==> src/rtl/stream_multiplier_pipe.sv <==
// Signed two-stream join-multiply with arithmetic shift and saturation, LATENCY-deep lockstep pipeline.
// Optional round-half-up before the shift when STREAM_MULTIPLIER_PIPE_ROUND_EN is defined.
module stream_multiplier_pipe #(
  parameter int DATA_WIDTH = 16,
  parameter int OUT_WIDTH  = 16,
  parameter int SHIFT      = DATA_WIDTH - 1,
  parameter int LATENCY    = 3
) (
  input  logic                  clk,
  input  logic                  resetn,
  input  logic [DATA_WIDTH-1:0] data_0_i_tdata,
  input  logic                  data_0_i_tvalid,
  output logic                  data_0_i_tready,
  input  logic [DATA_WIDTH-1:0] data_1_i_tdata,
  input  logic                  data_1_i_tvalid,
  output logic                  data_1_i_tready,
  output logic [OUT_WIDTH-1:0]  data_o_tdata,
  output logic                  data_o_tvalid,
  input  logic                  data_o_tready,
  output logic                  data_o_tuser
);

  localparam int PW = 2 * DATA_WIDTH;
  localparam int NS = LATENCY - 1;
  // Compare width covers both the one-bit-grown product and the output range.
  localparam int CW = (PW + 1 > OUT_WIDTH + 1) ? PW + 1 : OUT_WIDTH + 1;
  localparam logic signed [CW-1:0] OMAX = (CW'(1) <<< (OUT_WIDTH - 1)) - CW'(1);
  localparam logic signed [CW-1:0] OMIN = ~OMAX;
`ifdef STREAM_MULTIPLIER_PIPE_ROUND_EN
  localparam int RS = (SHIFT > 0) ? SHIFT - 1 : 0;
  localparam logic signed [CW-1:0] RND = (SHIFT > 0) ? (CW'(1) <<< RS) : '0;
`endif

  logic signed [DATA_WIDTH-1:0] a_s, b_s;
  logic signed [PW-1:0]         prod_q [1:NS];
  logic signed [PW-1:0]         prod_d [1:NS];
  logic [NS:1]                  vld_q, vld_d;
  logic [OUT_WIDTH-1:0]         tdata_q, tdata_d;
  logic                         tuser_q, tuser_d;
  logic                         tvalid_q, tvalid_d;
  logic                         adv, accept;
  logic signed [CW-1:0]         ext_w, sh_w;
  logic                         sat_hi, sat_lo;

  assign a_s = data_0_i_tdata;
  assign b_s = data_1_i_tdata;

  always_comb begin
    adv    = data_o_tready | ~tvalid_q;
    accept = adv & data_0_i_tvalid & data_1_i_tvalid;
    prod_d[1] = PW'(a_s) * PW'(b_s);
    vld_d[1]  = accept;
    for (int i = 2; i <= NS; i++) begin
      prod_d[i] = prod_q[i-1];
      vld_d[i]  = vld_q[i-1];
    end
  end

  always_comb begin
    ext_w = CW'(prod_q[NS]);
`ifdef STREAM_MULTIPLIER_PIPE_ROUND_EN
    ext_w = ext_w + RND;
`endif
    sh_w     = ext_w >>> SHIFT;
    sat_hi   = sh_w > OMAX;
    sat_lo   = sh_w < OMIN;
    tvalid_d = vld_q[NS];
    tuser_d  = sat_hi | sat_lo;
    if (sat_hi)      tdata_d = OMAX[OUT_WIDTH-1:0];
    else if (sat_lo) tdata_d = OMIN[OUT_WIDTH-1:0];
    else             tdata_d = sh_w[OUT_WIDTH-1:0];
  end

  always_ff @(posedge clk) begin
    if (!resetn) begin
      vld_q    <= '0;
      tvalid_q <= 1'b0;
      tdata_q  <= '0;
      tuser_q  <= 1'b0;
      for (int i = 1; i <= NS; i++) prod_q[i] <= '0;
    end else if (adv) begin
      vld_q    <= vld_d;
      tvalid_q <= tvalid_d;
      tdata_q  <= tdata_d;
      tuser_q  <= tuser_d;
      for (int i = 1; i <= NS; i++) prod_q[i] <= prod_d[i];
    end
  end

  assign data_0_i_tready = adv & data_1_i_tvalid;
  assign data_1_i_tready = adv & data_0_i_tvalid;
  assign data_o_tdata    = tdata_q;
  assign data_o_tvalid   = tvalid_q;
  assign data_o_tuser    = tuser_q;

endmodule
==> config.mk <==
export PLATFORM = sky130hd
export DESIGN_NAME = stream_multiplier_pipe
export DESIGN_NICKNAME = d
export VERILOG_FILES = /design/src/rtl/stream_multiplier_pipe.sv
export SDC_FILE = /design/constraint.sdc
export NUM_CORES = 1
export LEC_CHECK = 0
export CAP_MARGIN = 20
export CORE_UTILIZATION = 60
export DETAILED_ROUTE_END_ITERATION = 10
export PLACE_DENSITY = 0.77
export SLEW_MARGIN = 5
export SYNTH_ARGS = -nofsm -noshare
export SYNTH_HDL_FRONTEND = slang
export SYNTH_SLANG_ARGS = --single-unit
==> constraint.sdc <==
create_clock -name clk -period 6.99 [get_ports clk]
set_input_delay 0.699 -clock clk [delete_from_list [all_inputs] [get_ports clk]]
set_output_delay 0.699 -clock clk [all_outputs]
set_load 0.05 [all_outputs]
==> results of run 1 <==
## Yosys cell counts, types with 8 or more instances
master      n
a21oi_1    26
and2_1    129
and3_1     20
clkbuf_1   42
dfxtp_1    20
edfxtp_1   34
fa_1      261
ha_1       79
inv_1     297
nand2_1   162
nand2b_1   10
nand3_1    10
nand4_1     8
nor2_1     47
nor3_1      8
o21ai_0    30
xnor2_1    13
## through the flow
| step | worst slack (ns) | hold slack [ns] | area [um^2] | util (%) | std cells |
|---|---|---|---|---|---|
| finish | 0.303 | 0.452 | 13100 | 68.9 | 1605 |
| global route | 0.0157 | 0.476 | 13100 | 68.9 | 1605 |
| CTS | 0.319 | 0.459 | 13100 | 68.9 | 1605 |
| detailed placement | 0.0338 | 0.443 | 12900 | 68.0 | 1597 |
| global placement | 0.0945 | 0.440 | 12900 | 68.0 | 1597 |
| floorplan | 0.889 | 0.441 | 11800 | - | 1273 |
## sequential cells by signal (all words and copies together) (netlist names)
register,flops
prod_q,34
data_o_tdata,16
vld_q,2
data_o_tuser,1
data_o_tvalid,1
## worst min-delay path by stage
stage | start | endpoint | cells past startpoint
3_5_place_dp | data_o_tdata[10]$_SDFFE_PN0N_ | data_o_tdata[10]$_SDFFE_PN0N_ | 2
3_3_place_gp | data_o_tdata[10]$_SDFFE_PN0N_ | data_o_tdata[10]$_SDFFE_PN0N_ | 2
2_1_floorplan | vld_q[2]$_SDFFE_PN0N_ | data_o_tvalid$_SDFFE_PN0N_ | 1
5_1_grt | data_o_tdata[13]$_SDFFE_PN0N_ | data_o_tdata[13]$_SDFFE_PN0N_ | 2
4_1_cts | data_o_tdata[10]$_SDFFE_PN0N_ | data_o_tdata[10]$_SDFFE_PN0N_ | 2
6_report | data_o_tdata[10]$_SDFFE_PN0N_ | data_o_tdata[10]$_SDFFE_PN0N_ | 2
## layout make-up
type / count / area, um^2
multi-input combinational: 873 / 9090
fill: 1509 / 5910
sequential: 54 / 1420
inverter: 297 / 1110
timing repair buffer: 113 / 991
tap: 260 / 325
clock buffer: 6 / 150
clock inverter: 2 / 13.8
## worst max-delay path, delay by kind of cell
kind,cells,cell delay [ns]
and+or+nand+nor,2,0.28
buffers and inverters,4,0.86
AOI/OAI and AO/OA,4,0.96
muxes,1,0.10
adders and majority gates,7,3.81
## what timing repair did
action / in CTS / in global routing
hold buffers: 0 / 0
gates resized for setup: 0 / 1
endpoints found under the setup margin: 0 / 1
## cells by family (layout without fill, tap and decap cells)
family / after synthesis / in the layout / synth area share (%)
compound gates: 105 / 105 / 5.66
xor+xnor: 17 / 17 / 1.26
fa+ha+maj: 340 / 340 / 52.6
buf+inv: 346 / 418 / 11.1
flops: 54 / 54 / 12.0
mux: 6 / 6 / 0.508
simple gates: 405 / 405 / 16.9
## metal layers
metal | part of all wire [%] | up-vias | wire length, um
li1 | - | 3957 | -
met1 | 40 | 4340 | 10400
met2 | 52 | 252 | 13300
met3 | 4.3 | 73 | 1110
met4 | 3.7 | 0 | 949
met5 | 0 | - | 0
==> results by group, run 1 <==
Timing
  • Setup TNS: 0 ns
  • Highest achievable clock rate: 150 MHz
  • Setup repair after global routing missed its margin: false
  • Worst clock skew: 0.00500 ns
  • Share of the cycle needed by the critical path after routing: 95.7%
  • Setup Viol. Count Final: 0
  • Min Clock Period, post-route: 6.69 ns
  • Pins over their slew limit: 0
  • Slew at the pin closest to its max-slew limit: 1.01 ns
  • Max_slew headroom: 32.4%
  • Hold violation count in the final report: 0

Clocking
  • Inserted Clock Buffers: 5
  • Post-CTS setup-driven buffer insertion count: 0
  • TritonCTS clock tree: done
  • Buffer levels on the longest clock path: 2
  • H-tree lvl count: 2
  • Clock sink total: 54
  • Clock Tree Root: clkbuf_16
  • Clock slew at the register clock pins of the worst setup and hold paths: 0.07 ns
  • Insertion delay to the later sink of the worst-skew pair: 0.29 ns

Setup path
  • Largest driver fanout on the critical path: 9
  • Worst setup slack for register-to-register paths: 4.72 ns
  • Path depth of the worst reg2reg path: 4
  • Kind of end point of the critical path: register
  • CP max stage delay: 0.83 ns
  • End point of the critical path: prod_q[1][30]$_SDFFCE_PN0P_
  • Launch instance of the worst register-to-register path: data_o_tvalid$_SDFFE_PN0N_
  • Critical path cell sequence: clkdlybuf4s50_1, nand2_1, inv_1, fa_1, fa_1, inv_1, fa_1, fa_1, fa_1, fa_1, inv_1, ha_1, a21oi_1, o21bai_1, a221oi_1, nand2_1, a21oi_1, mux2i_1
  • Reg-to-Reg End: data_o_tdata[2]$_SDFFE_PN0N_
  • Required time reported for the critical path endpoint: 7.03 ns
  • Type of element launching the critical path: primary input
  • Endpoint arrival time on the critical path: 6.72 ns
  • Dominant cell type by count on the critical path: fa_1
  • Critical path start-end classification: in2reg
  • Worst setup path startpoint: data_0_i_tdata[15]
  • Cell type of the slowest stage on the worst timing path: fa_1

Detailed routing
  • Post-DR wirelength/cell: 16.0 um
  • Remaining antenna violation count after routing: 0
  • Vias: 8622
  • Initial DRT Pass Iterations: 5
  • First DRT Iteration DRCs: 369
  • DR DRC count: 0
  • Total length of routed wires: 25700 um
  • Number of vias per cell after detailed routing: 5.37

Final layout
  • Synthesis-to-finish area growth: 10.9%
  • Ratio of cells with drive above 1 in the final layout: 5.13%
  • Most frequent standard cell in the layout excluding fill and tap cells: inv_1
  • Number of nets in the finished design: 1721
  • Leading cell types in the layout, fill and taps excluded: inv_1 (297), fa_1 (261), nand2_1 (162)
  • Antenna diode count: 0

Logic synthesis
  • Number of enable flip-flop cells after synthesis: 34
  • Netlist area before placement: 11800 um^2
  • Ys flop type: edfxtp_1
  • Seq/Total Area, Yosys: 12.0%
  • Synthesized area per cell: 9.28 um^2
  • Main area contributors after synthesis: fa_1 (44%), inv_1 (9.4%), edfxtp_1 (8.6%)
  • Distinct cell type count after synthesis: 51
  • Yosys reg bits: 54
  • Cell accounting for the most synthesized area: fa_1
  • Cells after synthesis: 1273
  • Top-area cell type share of the netlist area: 44.2%
  • Yosys warning count: 0
  • Synthesized net count: 1650
  • Proportion of synthesized flip-flops having asynchronous set or reset: 0%

Global route
  • Vias in the first global route: 9643
  • Met1 usage: 34.6%
  • Global-route usage over all layers: 28.3%
  • Maximum number of pins on one net before global-route repair: 27
  • Met3 Resource Use GR: 2.69%
  • Routing layer with the top usage in global route: met2
  • Number of antenna violations at the first check in global routing: 0
  • First-pass GRT wire length: 44600 um
  • Routing usage on met2: 52.1%
  • Global route total overflow: 0

Floorplanning
  • # IOs: 57
  • Die X-Extent: 142 um
  • Total core area: 19000 um^2
  • Die area: 20300 um^2
  • Num rows: 50
  • Die height: 142 um
  • Starting density of the core: 62.1%

Place
  • Port Buffers: 56
  • Detailed Place HPWL: 22200 um
  • Routability congestion estimate: 0.912

Worst hold path
  • Min-Delay Path Class: reg2reg

Run
  • Number of maximum-capacitance constraint violations: 0

Run status
  • Result of the run: finished clean
Power of run 1 is not shown: default switching activity piles up to over one toggle a cycle in this logic, so the estimate is an artifact.
==> run 2, diff against run 1 <==
CTS_CLUSTER_DIAMETER = 50   (was default)
==> results of run 2 <==
Final layout, timing and power as in run 1 (identical DEF).
Power of run 2 is left out for the same reason.
